### src/rtl/cpu_pkg.sv
// ============================================================================
// Module : cpu_pkg
// Brief  : Shared constants for the branch resolve path: condition codes,
//          FSM state encoding and {l,g,e} flag bit positions.
// Rev    : 1.0
// ============================================================================
`default_nettype none

package cpu_pkg;

    localparam int DW_DEFAULT = 16;
    localparam int OW_DEFAULT = 8;

    localparam logic [2:0] COND_EQ     = 3'd0;
    localparam logic [2:0] COND_NE     = 3'd1;
    localparam logic [2:0] COND_GT     = 3'd2;
    localparam logic [2:0] COND_LT     = 3'd3;
    localparam logic [2:0] COND_GE     = 3'd4;
    localparam logic [2:0] COND_LE     = 3'd5;
    localparam logic [2:0] COND_ALWAYS = 3'd6;
    localparam logic [2:0] COND_NEVER  = 3'd7;

    typedef logic [1:0] state_t;

    localparam state_t ST_IDLE    = 2'd0;
    localparam state_t ST_CMP     = 2'd1;
    localparam state_t ST_RESOLVE = 2'd2;
    localparam state_t ST_HOLD    = 2'd3;

    localparam int FLAG_E = 0;
    localparam int FLAG_G = 1;
    localparam int FLAG_L = 2;

endpackage

`default_nettype wire

### src/rtl/branch_resolve_unit_if.sv
// ============================================================================
// Module : branch_resolve_unit_if
// Brief  : Request/resolution handshake bundle of the branch resolve unit.
//          Stat counter signals exist only when BRANCH_STATS_EN is defined.
// Rev    : 1.0
// ============================================================================
`default_nettype none

interface branch_resolve_unit_if #(
    parameter int DW = 16,
    parameter int OW = 8
);
    logic          in_valid;
    logic          in_ready;
    logic [DW-1:0] op_a;
    logic [DW-1:0] op_b;
    logic [2:0]    cond;
    logic [DW-1:0] pc;
    logic [OW-1:0] offset;
    logic          out_valid;
    logic          out_ready;
    logic          taken;
    logic [DW-1:0] next_pc;
    logic [2:0]    flags;
`ifdef BRANCH_STATS_EN
    logic [15:0]   stat_taken;
    logic [15:0]   stat_not_taken;
`endif

    modport slave (
`ifdef BRANCH_STATS_EN
        output stat_taken,
        output stat_not_taken,
`endif
        input  in_valid,
        output in_ready,
        input  op_a,
        input  op_b,
        input  cond,
        input  pc,
        input  offset,
        output out_valid,
        input  out_ready,
        output taken,
        output next_pc,
        output flags
    );

    modport master (
`ifdef BRANCH_STATS_EN
        input  stat_taken,
        input  stat_not_taken,
`endif
        output in_valid,
        input  in_ready,
        output op_a,
        output op_b,
        output cond,
        output pc,
        output offset,
        input  out_valid,
        output out_ready,
        input  taken,
        input  next_pc,
        input  flags
    );

endinterface

`default_nettype wire

### src/rtl/mag_cmp16.sv
// ============================================================================
// Module : mag_cmp16
// Brief  : Combinational unsigned magnitude compare producing one-hot {l,g,e}.
// Rev    : 1.0
// ============================================================================
`default_nettype none

module mag_cmp16
    import cpu_pkg::*;
#(
    parameter int W = 16
) (
    input  logic [W-1:0] a,
    input  logic [W-1:0] b,
    output logic [2:0]   flags
);

    always_comb begin
        flags         = 3'b000;
        flags[FLAG_E] = (a == b);
        flags[FLAG_G] = (a >  b);
        flags[FLAG_L] = (a <  b);
    end

endmodule

`default_nettype wire

### src/rtl/branch_resolve_unit.sv
// ============================================================================
// Module : branch_resolve_unit
// Brief  : Multi-cycle branch resolver: latch, compare, resolve, hold next-PC
//          until fetch accepts. Define BRANCH_STATS_EN for taken/not-taken
//          saturating counters.
// Rev    : 1.0
// ============================================================================
`default_nettype none

module branch_resolve_unit
    import cpu_pkg::*;
#(
    parameter int DW = DW_DEFAULT,
    parameter int OW = OW_DEFAULT
) (
    input  logic                 clk,
    input  logic                 rst_n,
    branch_resolve_unit_if.slave bus
);

    localparam logic [DW-1:0] C_ONE = {{(DW-1){1'b0}}, 1'b1};

    state_t        r_state;
    logic [DW-1:0] r_op_a;
    logic [DW-1:0] r_op_b;
    logic [2:0]    r_cond;
    logic [DW-1:0] r_pc;
    logic [OW-1:0] r_offset;
    logic [2:0]    r_flags;
    logic          r_taken;
    logic [DW-1:0] r_next_pc;
    logic          r_out_valid;

    logic [2:0]    w_cmp_flags;
    logic          w_taken;
    logic [DW-1:0] w_offset_sext;
    logic [DW-1:0] w_target_pc;
    logic          w_out_hs;

    mag_cmp16 #(
        .W (DW)
    ) u_mag_cmp (
        .a     (r_op_a),
        .b     (r_op_b),
        .flags (w_cmp_flags)
    );

    always_comb begin
        w_taken = 1'b0;
        case (r_cond)
            COND_EQ:     w_taken = r_flags[FLAG_E];
            COND_NE:     w_taken = ~r_flags[FLAG_E];
            COND_GT:     w_taken = r_flags[FLAG_G];
            COND_LT:     w_taken = r_flags[FLAG_L];
            COND_GE:     w_taken = r_flags[FLAG_G] | r_flags[FLAG_E];
            COND_LE:     w_taken = r_flags[FLAG_L] | r_flags[FLAG_E];
            COND_ALWAYS: w_taken = 1'b1;
            default:     w_taken = 1'b0;
        endcase
    end

    // Offset is a signed word offset; the add wraps naturally at DW bits.
    assign w_offset_sext = {{(DW-OW){r_offset[OW-1]}}, r_offset};
    assign w_target_pc   = w_taken ? (r_pc + w_offset_sext) : (r_pc + C_ONE);
    assign w_out_hs      = (r_state == ST_HOLD) && bus.out_ready;

    always_ff @(posedge clk or negedge rst_n) begin
        if (!rst_n) begin
            r_state     <= ST_IDLE;
            r_op_a      <= '0;
            r_op_b      <= '0;
            r_cond      <= 3'd0;
            r_pc        <= '0;
            r_offset    <= '0;
            r_flags     <= 3'b001;
            r_taken     <= 1'b0;
            r_next_pc   <= '0;
            r_out_valid <= 1'b0;
        end else begin
            case (r_state)
                ST_IDLE: begin
                    if (bus.in_valid) begin
                        r_op_a   <= bus.op_a;
                        r_op_b   <= bus.op_b;
                        r_cond   <= bus.cond;
                        r_pc     <= bus.pc;
                        r_offset <= bus.offset;
                        r_state  <= ST_CMP;
                    end
                end
                ST_CMP: begin
                    r_flags <= w_cmp_flags;
                    r_state <= ST_RESOLVE;
                end
                ST_RESOLVE: begin
                    r_taken     <= w_taken;
                    r_next_pc   <= w_target_pc;
                    r_out_valid <= 1'b1;
                    r_state     <= ST_HOLD;
                end
                ST_HOLD: begin
                    if (bus.out_ready) begin
                        r_out_valid <= 1'b0;
                        r_state     <= ST_IDLE;
                    end
                end
                default: begin
                    r_state <= ST_IDLE;
                end
            endcase
        end
    end

    assign bus.in_ready  = (r_state == ST_IDLE);
    assign bus.out_valid = r_out_valid;
    assign bus.taken     = r_taken;
    assign bus.next_pc   = r_next_pc;
    assign bus.flags     = r_flags;

`ifdef BRANCH_STATS_EN
    logic [15:0] r_stat_taken;
    logic [15:0] r_stat_not_taken;

    always_ff @(posedge clk or negedge rst_n) begin
        if (!rst_n) begin
            r_stat_taken     <= 16'd0;
            r_stat_not_taken <= 16'd0;
        end else if (w_out_hs) begin
            if (r_taken) begin
                if (r_stat_taken != 16'hFFFF) begin
                    r_stat_taken <= r_stat_taken + 16'd1;
                end
            end else begin
                if (r_stat_not_taken != 16'hFFFF) begin
                    r_stat_not_taken <= r_stat_not_taken + 16'd1;
                end
            end
        end
    end

    assign bus.stat_taken     = r_stat_taken;
    assign bus.stat_not_taken = r_stat_not_taken;
`else
    logic w_unused_hs;
    assign w_unused_hs = w_out_hs;
`endif

endmodule

`default_nettype wire

### src/flat_wrapper.sv
// flat-port wrapper written by rule: the top's interface ports become plain ports
module branch_resolve_unit_flat import cpu_pkg::*;
#(
    parameter int DW = DW_DEFAULT,
    parameter int OW = OW_DEFAULT
)
  (clk, rst_n, bus_in_valid, bus_in_ready, bus_op_a, bus_op_b, bus_cond, bus_pc, bus_offset, bus_out_valid, bus_out_ready, bus_taken, bus_next_pc, bus_flags);
  branch_resolve_unit_if #(.DW(DW), .OW(OW)) bus_i ();
  input  logic clk;
  input  logic rst_n;
  input wire logic [$bits(bus_i.in_valid)-1:0] bus_in_valid;
  output wire logic [$bits(bus_i.in_ready)-1:0] bus_in_ready;
  input wire logic [$bits(bus_i.op_a)-1:0] bus_op_a;
  input wire logic [$bits(bus_i.op_b)-1:0] bus_op_b;
  input wire logic [$bits(bus_i.cond)-1:0] bus_cond;
  input wire logic [$bits(bus_i.pc)-1:0] bus_pc;
  input wire logic [$bits(bus_i.offset)-1:0] bus_offset;
  output wire logic [$bits(bus_i.out_valid)-1:0] bus_out_valid;
  input wire logic [$bits(bus_i.out_ready)-1:0] bus_out_ready;
  output wire logic [$bits(bus_i.taken)-1:0] bus_taken;
  output wire logic [$bits(bus_i.next_pc)-1:0] bus_next_pc;
  output wire logic [$bits(bus_i.flags)-1:0] bus_flags;
  assign bus_i.in_valid = bus_in_valid;
  assign bus_in_ready = bus_i.in_ready;
  assign bus_i.op_a = bus_op_a;
  assign bus_i.op_b = bus_op_b;
  assign bus_i.cond = bus_cond;
  assign bus_i.pc = bus_pc;
  assign bus_i.offset = bus_offset;
  assign bus_out_valid = bus_i.out_valid;
  assign bus_i.out_ready = bus_out_ready;
  assign bus_taken = bus_i.taken;
  assign bus_next_pc = bus_i.next_pc;
  assign bus_flags = bus_i.flags;
  branch_resolve_unit #(.DW(DW), .OW(OW)) u_core (.clk(clk), .rst_n(rst_n), .bus(bus_i));
endmodule
### config.mk
export PLATFORM = sky130hd
export DESIGN_NAME = branch_resolve_unit_flat
export DESIGN_NICKNAME = d
export VERILOG_FILES = /design/src/rtl/cpu_pkg.sv /design/src/rtl/branch_resolve_unit_if.sv /design/src/rtl/mag_cmp16.sv /design/src/rtl/branch_resolve_unit.sv /design/src/flat_wrapper.sv
export SDC_FILE = /design/constraint.sdc
export NUM_CORES = 1
export LEC_CHECK = 0
export CAP_MARGIN = 40
export CELL_PAD_IN_SITES_DETAIL_PLACEMENT = 1
export CELL_PAD_IN_SITES_GLOBAL_PLACEMENT = 1
export CORE_MARGIN = 2
export CORE_UTILIZATION = 44
export DETAILED_ROUTE_END_ITERATION = 8
export PLACE_DENSITY_LB_ADDON = 0.08
export SLEW_MARGIN = 20
export SYNTH_ARGS = -nofsm -noshare
export SYNTH_HDL_FRONTEND = slang
export SYNTH_SLANG_ARGS = --single-unit
export TNS_END_PERCENT = 5
### constraint.sdc
create_clock -name clk -period 4.75 [get_ports clk]
set_input_delay 1.1875 -clock clk [delete_from_list [all_inputs] [get_ports clk]]
set_output_delay 1.1875 -clock clk [all_outputs]
set_load 0.1 [all_outputs]
After elaboration in Yosys (flattened, before gate mapping)
Cells that the tools add are included.

operators by class
  add/sub/neg operators = 2
  $lt $le $gt $ge = 2
  eq/ne operators = 12
  mux-type cells = 7
  bitwise logic cells = 3
  reductions and logical operators = 6

operators by type and width
  cell                                                                    number
  16-bit by 1-bit adder with 16-bit output (second input constant)        1
  16-bit adder                                                            1
  16-bit equality test                                                    1
  16-bit > comparator                                                     1
  16-bit less-than comparator                                             1
  16-bit 2-to-1 mux                                                       1
  3-bit equality test (second input constant)                             3
  2-bit one-hot mux with 4 select lines                                   1
  1-bit one-hot mux with 7 select lines                                   1
  3-bit by 2-bit equality test with 1-bit output (second input constant)  2
  2-bit AND reduction                                                     3
  2-bit equality test (second input constant)                             2
  2-bit 2-to-1 mux                                                        2
  2-bit != test (second input constant)                                   2
  3-bit by 1-bit equality test with 1-bit output (second input constant)  1
  3-bit zero test                                                         1
  2-bit by 1-bit equality test with 1-bit output (second input constant)  1
  2-bit zero test                                                         1
  1-bit bitwise OR                                                        2
  1-bit one-hot mux with 2 select lines                                   1
  2-bit nonzero test                                                      1
  1-bit 2-to-1 mux                                                        1
  1-bit NOT                                                               1

word-level totals
  register bits after elaboration = 82
  input bits = 63
  output and inout bits = 22
  word-level logic and storage cells = 42

Longest topological paths before layout
  word-level depth = 3
  gate-level depth with buffers = 14
  mapped depth without buffers = 14

Modules after synthesis
A second synthesis with hierarchy kept.

second synthesis, totals
  cells, all modules = 373
  area, all modules = 4375.4 µm²

modules (own cells, without submodules)
  module               instances  cells an instance  area each (µm²)  sequential area each (µm²)
  branch_resolve_unit  1          315                3962.6           2053.2
  mag_cmp16            1          58                 412.9            0.0

Worst setup path after synthesis
Ideal clock, no wire load.

  path kind = register -> register
  start point = register u_core.r_flags[1], in the netlist u_core.bus.flags[1]
  end point = register u_core.r_next_pc[12], in the netlist u_core.bus.next_pc[12]
  library setup time = 0.126 ns
  arrival time = 3.479 ns
  data required time = 4.624 ns
  slack = 1.145 ns
  cell stages (with the launch flop) = 14
  clock period less this slack = 3.605 ns
  path through = dfrtp_1 -> mux2_2 -> o21ai_0 -> o22ai_1 -> nand2b_1 -> ha_1 -> inv_1 -> fa_1 -> nor2b_4 -> o31a_1 -> o311a_4 -> o41ai_4 -> xnor2_1 -> mux2_4

between the ends
  word-level cells in the longest chain between the ends = 3

RTL lines
  item                                       line                       text
  start: declaration                         branch_resolve_unit.sv:29  logic [2:0] r_flags;
  start signal: assignment                   branch_resolve_unit.sv:92  r_flags <= w_cmp_flags;
  1-bit bitwise OR                           branch_resolve_unit.sv:55  COND_GE: w_taken = r_flags[FLAG_G] | r_flags[FLAG_E];
  1-bit one-hot mux with 7 select lines (*)  branch_resolve_unit.sv:50  case (r_cond)
  16-bit 2-to-1 mux (*)                      branch_resolve_unit.sv:64  assign w_target_pc = w_taken ? (r_pc + w_offset_sext) : (r_pc + C_ONE);
  end signal: assignment                     branch_resolve_unit.sv:97  r_next_pc <= w_target_pc;
  end: declaration                           branch_resolve_unit.sv:31  logic [DW-1:0] r_next_pc;

Every way passes the cells marked *; elsewhere a longest branch is shown, timed or not.
A chain may end at the register's enable or synchronous reset.

Final worst setup path
  start point = register u_core.r_flags[0], in the netlist u_core.bus.flags[0]
  end point = register u_core.r_next_pc[13], in the netlist u_core.bus.next_pc[13]

between the ends
  word-level cells in the longest chain between the ends = 3

RTL lines
  item                                       line                       text
  1-bit bitwise OR (tied with other cells)   branch_resolve_unit.sv:56  COND_LE: w_taken = r_flags[FLAG_L] | r_flags[FLAG_E];
  1-bit one-hot mux with 7 select lines (*)  branch_resolve_unit.sv:50
  16-bit 2-to-1 mux (*)                      branch_resolve_unit.sv:64

Marks and branches as above.

==> impl_metrics.env <==
export IMPL_setup_viol=0
export IMPL_totalWireLength_um=9860
export IMPL_die_height_um=103
export IMPL_max_freq_ghz=0.272
export IMPL_drv_slew=0
export IMPL_num_io_pins=85
export IMPL_drc_errors=0
export IMPL_drtIter0Drc=57
export IMPL_ys_seq_elements=82
export IMPL_avgSynthCellArea_um2=11.8
export IMPL_cap_violations=0
export IMPL_rsz0062_at_grt="no"
export IMPL_post_cts_resized=0
export IMPL_fin_crit_ns=3.67
export IMPL_grt_max_degree=57
export IMPL_cts_tree="done"
export IMPL_area_growth_pct=37.4
export IMPL_vias=3132
export IMPL_cp_max_fo=9
export IMPL_cp_startpoint="u_core.bus.flags[0]"
export IMPL_slew_headroom_pct=58.7
export IMPL_clk_pin_slew_ns=0.09
export IMPL_crit_required_ns=4.98
export IMPL_die_area_um2=10600
export IMPL_ys_top_cells_by_count="81 x dfrtp_1, 69 x mux2_2, 35 x ha_1"
export IMPL_post_cts_buffers=0
export IMPL_core_region_area_um2=9590
export IMPL_synth_top_area_share_pct=47.3
export IMPL_clock_latency_ns=0.34
export IMPL_synth_edf_count=0
export IMPL_fin_nets=574
export IMPL_tightest_slew_ns=0.604
export IMPL_hp_class="flop to flop"
export IMPL_synth_area_um2=4290
export IMPL_ant_nets=0
export IMPL_routed_via_density=5.13
export IMPL_cts_made_buffers=9
export IMPL_antenna_found_initial=0
export IMPL_htree_levels=3
export IMPL_synthArstFlopShare_pct=100
export IMPL_skew_ns=0.0110
export IMPL_yosysUniqueCellTypes=46
export IMPL_drive_gt1_share_pct=24.5
export IMPL_status="finished clean"
export IMPL_cts_buffer_depth=2
export IMPL_fin_tns_setup_ns=0
export IMPL_crit_path_end_kind="flop"
export IMPL_grt_first_pass_wirelength_um=16700
export IMPL_synthCells=362
export IMPL_dp_hpwl_um=7640
export IMPL_synth_seq_area_share_pct=47.9
export IMPL_n_antenna_cell=0
export IMPL_setup_worst_path_start_class="flop"
export IMPL_hold_buffers=0
export IMPL_drtPass1Iterations=4
export IMPL_gp_congestion=0.869
export IMPL_wire_per_inst_um=16.1
export IMPL_hold_slack_ns=0.498
export IMPL_portBuffers=84
export IMPL_yosysWarnings=0
export IMPL_synth_ff_type="dfrtp_1"
export IMPL_r2r_start="u_core.bus.flags[0]"
export IMPL_core_rowCount=36
export IMPL_grt_overflow_total=0
export IMPL_track_usage_pct=20.7
export IMPL_synthesis_nets=461
export IMPL_synth_most_common_cell="dfrtp_1"
export IMPL_cts_root_buf="clkbuf_8"
export IMPL_die_w_um=103
export IMPL_arrival_ns=3.90
export IMPL_hold_violations=0
export IMPL_period_share_pct=77.3
export IMPL_grt_pass1_vias=3445
export IMPL_cts_sinks=82
export IMPL_critical_path_class="flop to flop"
export IMPL_hold_start="u_core.bus.next_pc[8]"
export IMPL_yosysTopAreaCell="dfrtp_1"
export IMPL_initial_utilization_pct=44.7
export IMPL_synth_area_leaders="dfrtp_1 47%, mux2_2 18%, ha_1 10%"
[routing by layer]
| metal | global-route usage [%] | vias to the layer above | part of all wire, % |
|---|---|---|---|
| met5 | 0 | - | 0 |
| met4 | 4.72 | 0 | 0.85 |
| met3 | 4.68 | 6 | 3.4 |
| met2 | 37.8 | 57 | 54 |
| met1 | 25.0 | 1563 | 41 |
| li1 | - | 1506 | - |
[kinds of logic (layout without fill, tap and decap cells)]
| family | after synthesis | after routing | synth area share, % |
|---|---|---|---|
| mux | 70 | 70 | 18.5 |
| xor+xnor | 11 | 11 | 2.25 |
| compound gates | 66 | 66 | 10.3 |
| fa+ha+maj | 36 | 36 | 10.7 |
| flops | 82 | 82 | 47.9 |
| buf+inv | 37 | 153 | 3.24 |
| simple gates | 60 | 60 | 7.21 |
[placed cells by master (no fill, tap or decap), drive strengths merged, types with 3 or more instances in the layout]
cell type and n:
ha 35, dfrtp 81, mux2 70, xnor2 9, nor2b 3, buf 27, nor3 3, and3 3
nor2 14, nand2b 4, clkdlybuf4s50 83, a211oi 5, o21a 3, o21ai 17, a21o 6, clkbuf 11
a21oi 20, inv 28, nand2 17, and2 6
[cell type report]
class,count,area [um^2]
repair buffers,110,1260
well taps,133,166
clock buffers,11,141
multi-input cells,243,2100
flip-flops and latches,82,2050
clock inverters,3,65.1
fillers,1001,3700
inverters,29,109
[registers in the layout, indices dropped and copies added, names as in the netlist, 2 cells and up]
name                cells
u_core.r_op_b          16
u_core.bus.flags        3
u_core.r_state          2
u_core.r_cond           3
u_core.bus.next_pc     16
u_core.r_pc            16
u_core.r_op_a          16
u_core.r_offset         8
[final timing paths]
kind / slack, ns / to / depth (start not counted)
setup / recovery: 1.08 / u_core.bus.next_pc[13] / 12
hold / removal: 0.50 / u_core.bus.next_pc[8] / 2
setup reg to reg: 1.08 / u_core.bus.next_pc[13] / 12
hold reg to reg: 0.50 / u_core.bus.next_pc[8] / 2
max in group asynchronous: 3.36 / u_core.bus.flags[0] / 2
min in group asynchronous: 0.75 / u_core.bus.next_pc[6] / 1
[worst max-delay path: stages (launching register included)]
cell and delay (ns):
dfstp_2 0.56, mux2_2 0.14, o21ai_0 0.07, o22ai_1 0.51, and2_1 0.46, ha_1 0.36, a21oi_1 0.23, o21ai_0 0.13
a21oi_1 0.19, o21ai_0 0.22, a211oi_1 0.34, xnor2_1 0.10, mux2_2 0.26
[through the flow]
stage	cells	instance area (um^2)	setup WS [ns]	util [%]
floorplan	362	4290	1.15	-
global placement	574	5290	1.24	55.1
detailed placement	597	5680	1.13	59.2
CTS	611	5890	1.06	61.4
global route	611	5890	0.751	61.4
finish	611	5890	1.08	61.4
Power is not shown: default switching activity piles up to over one toggle a cycle in this logic, so the estimate is an artifact.
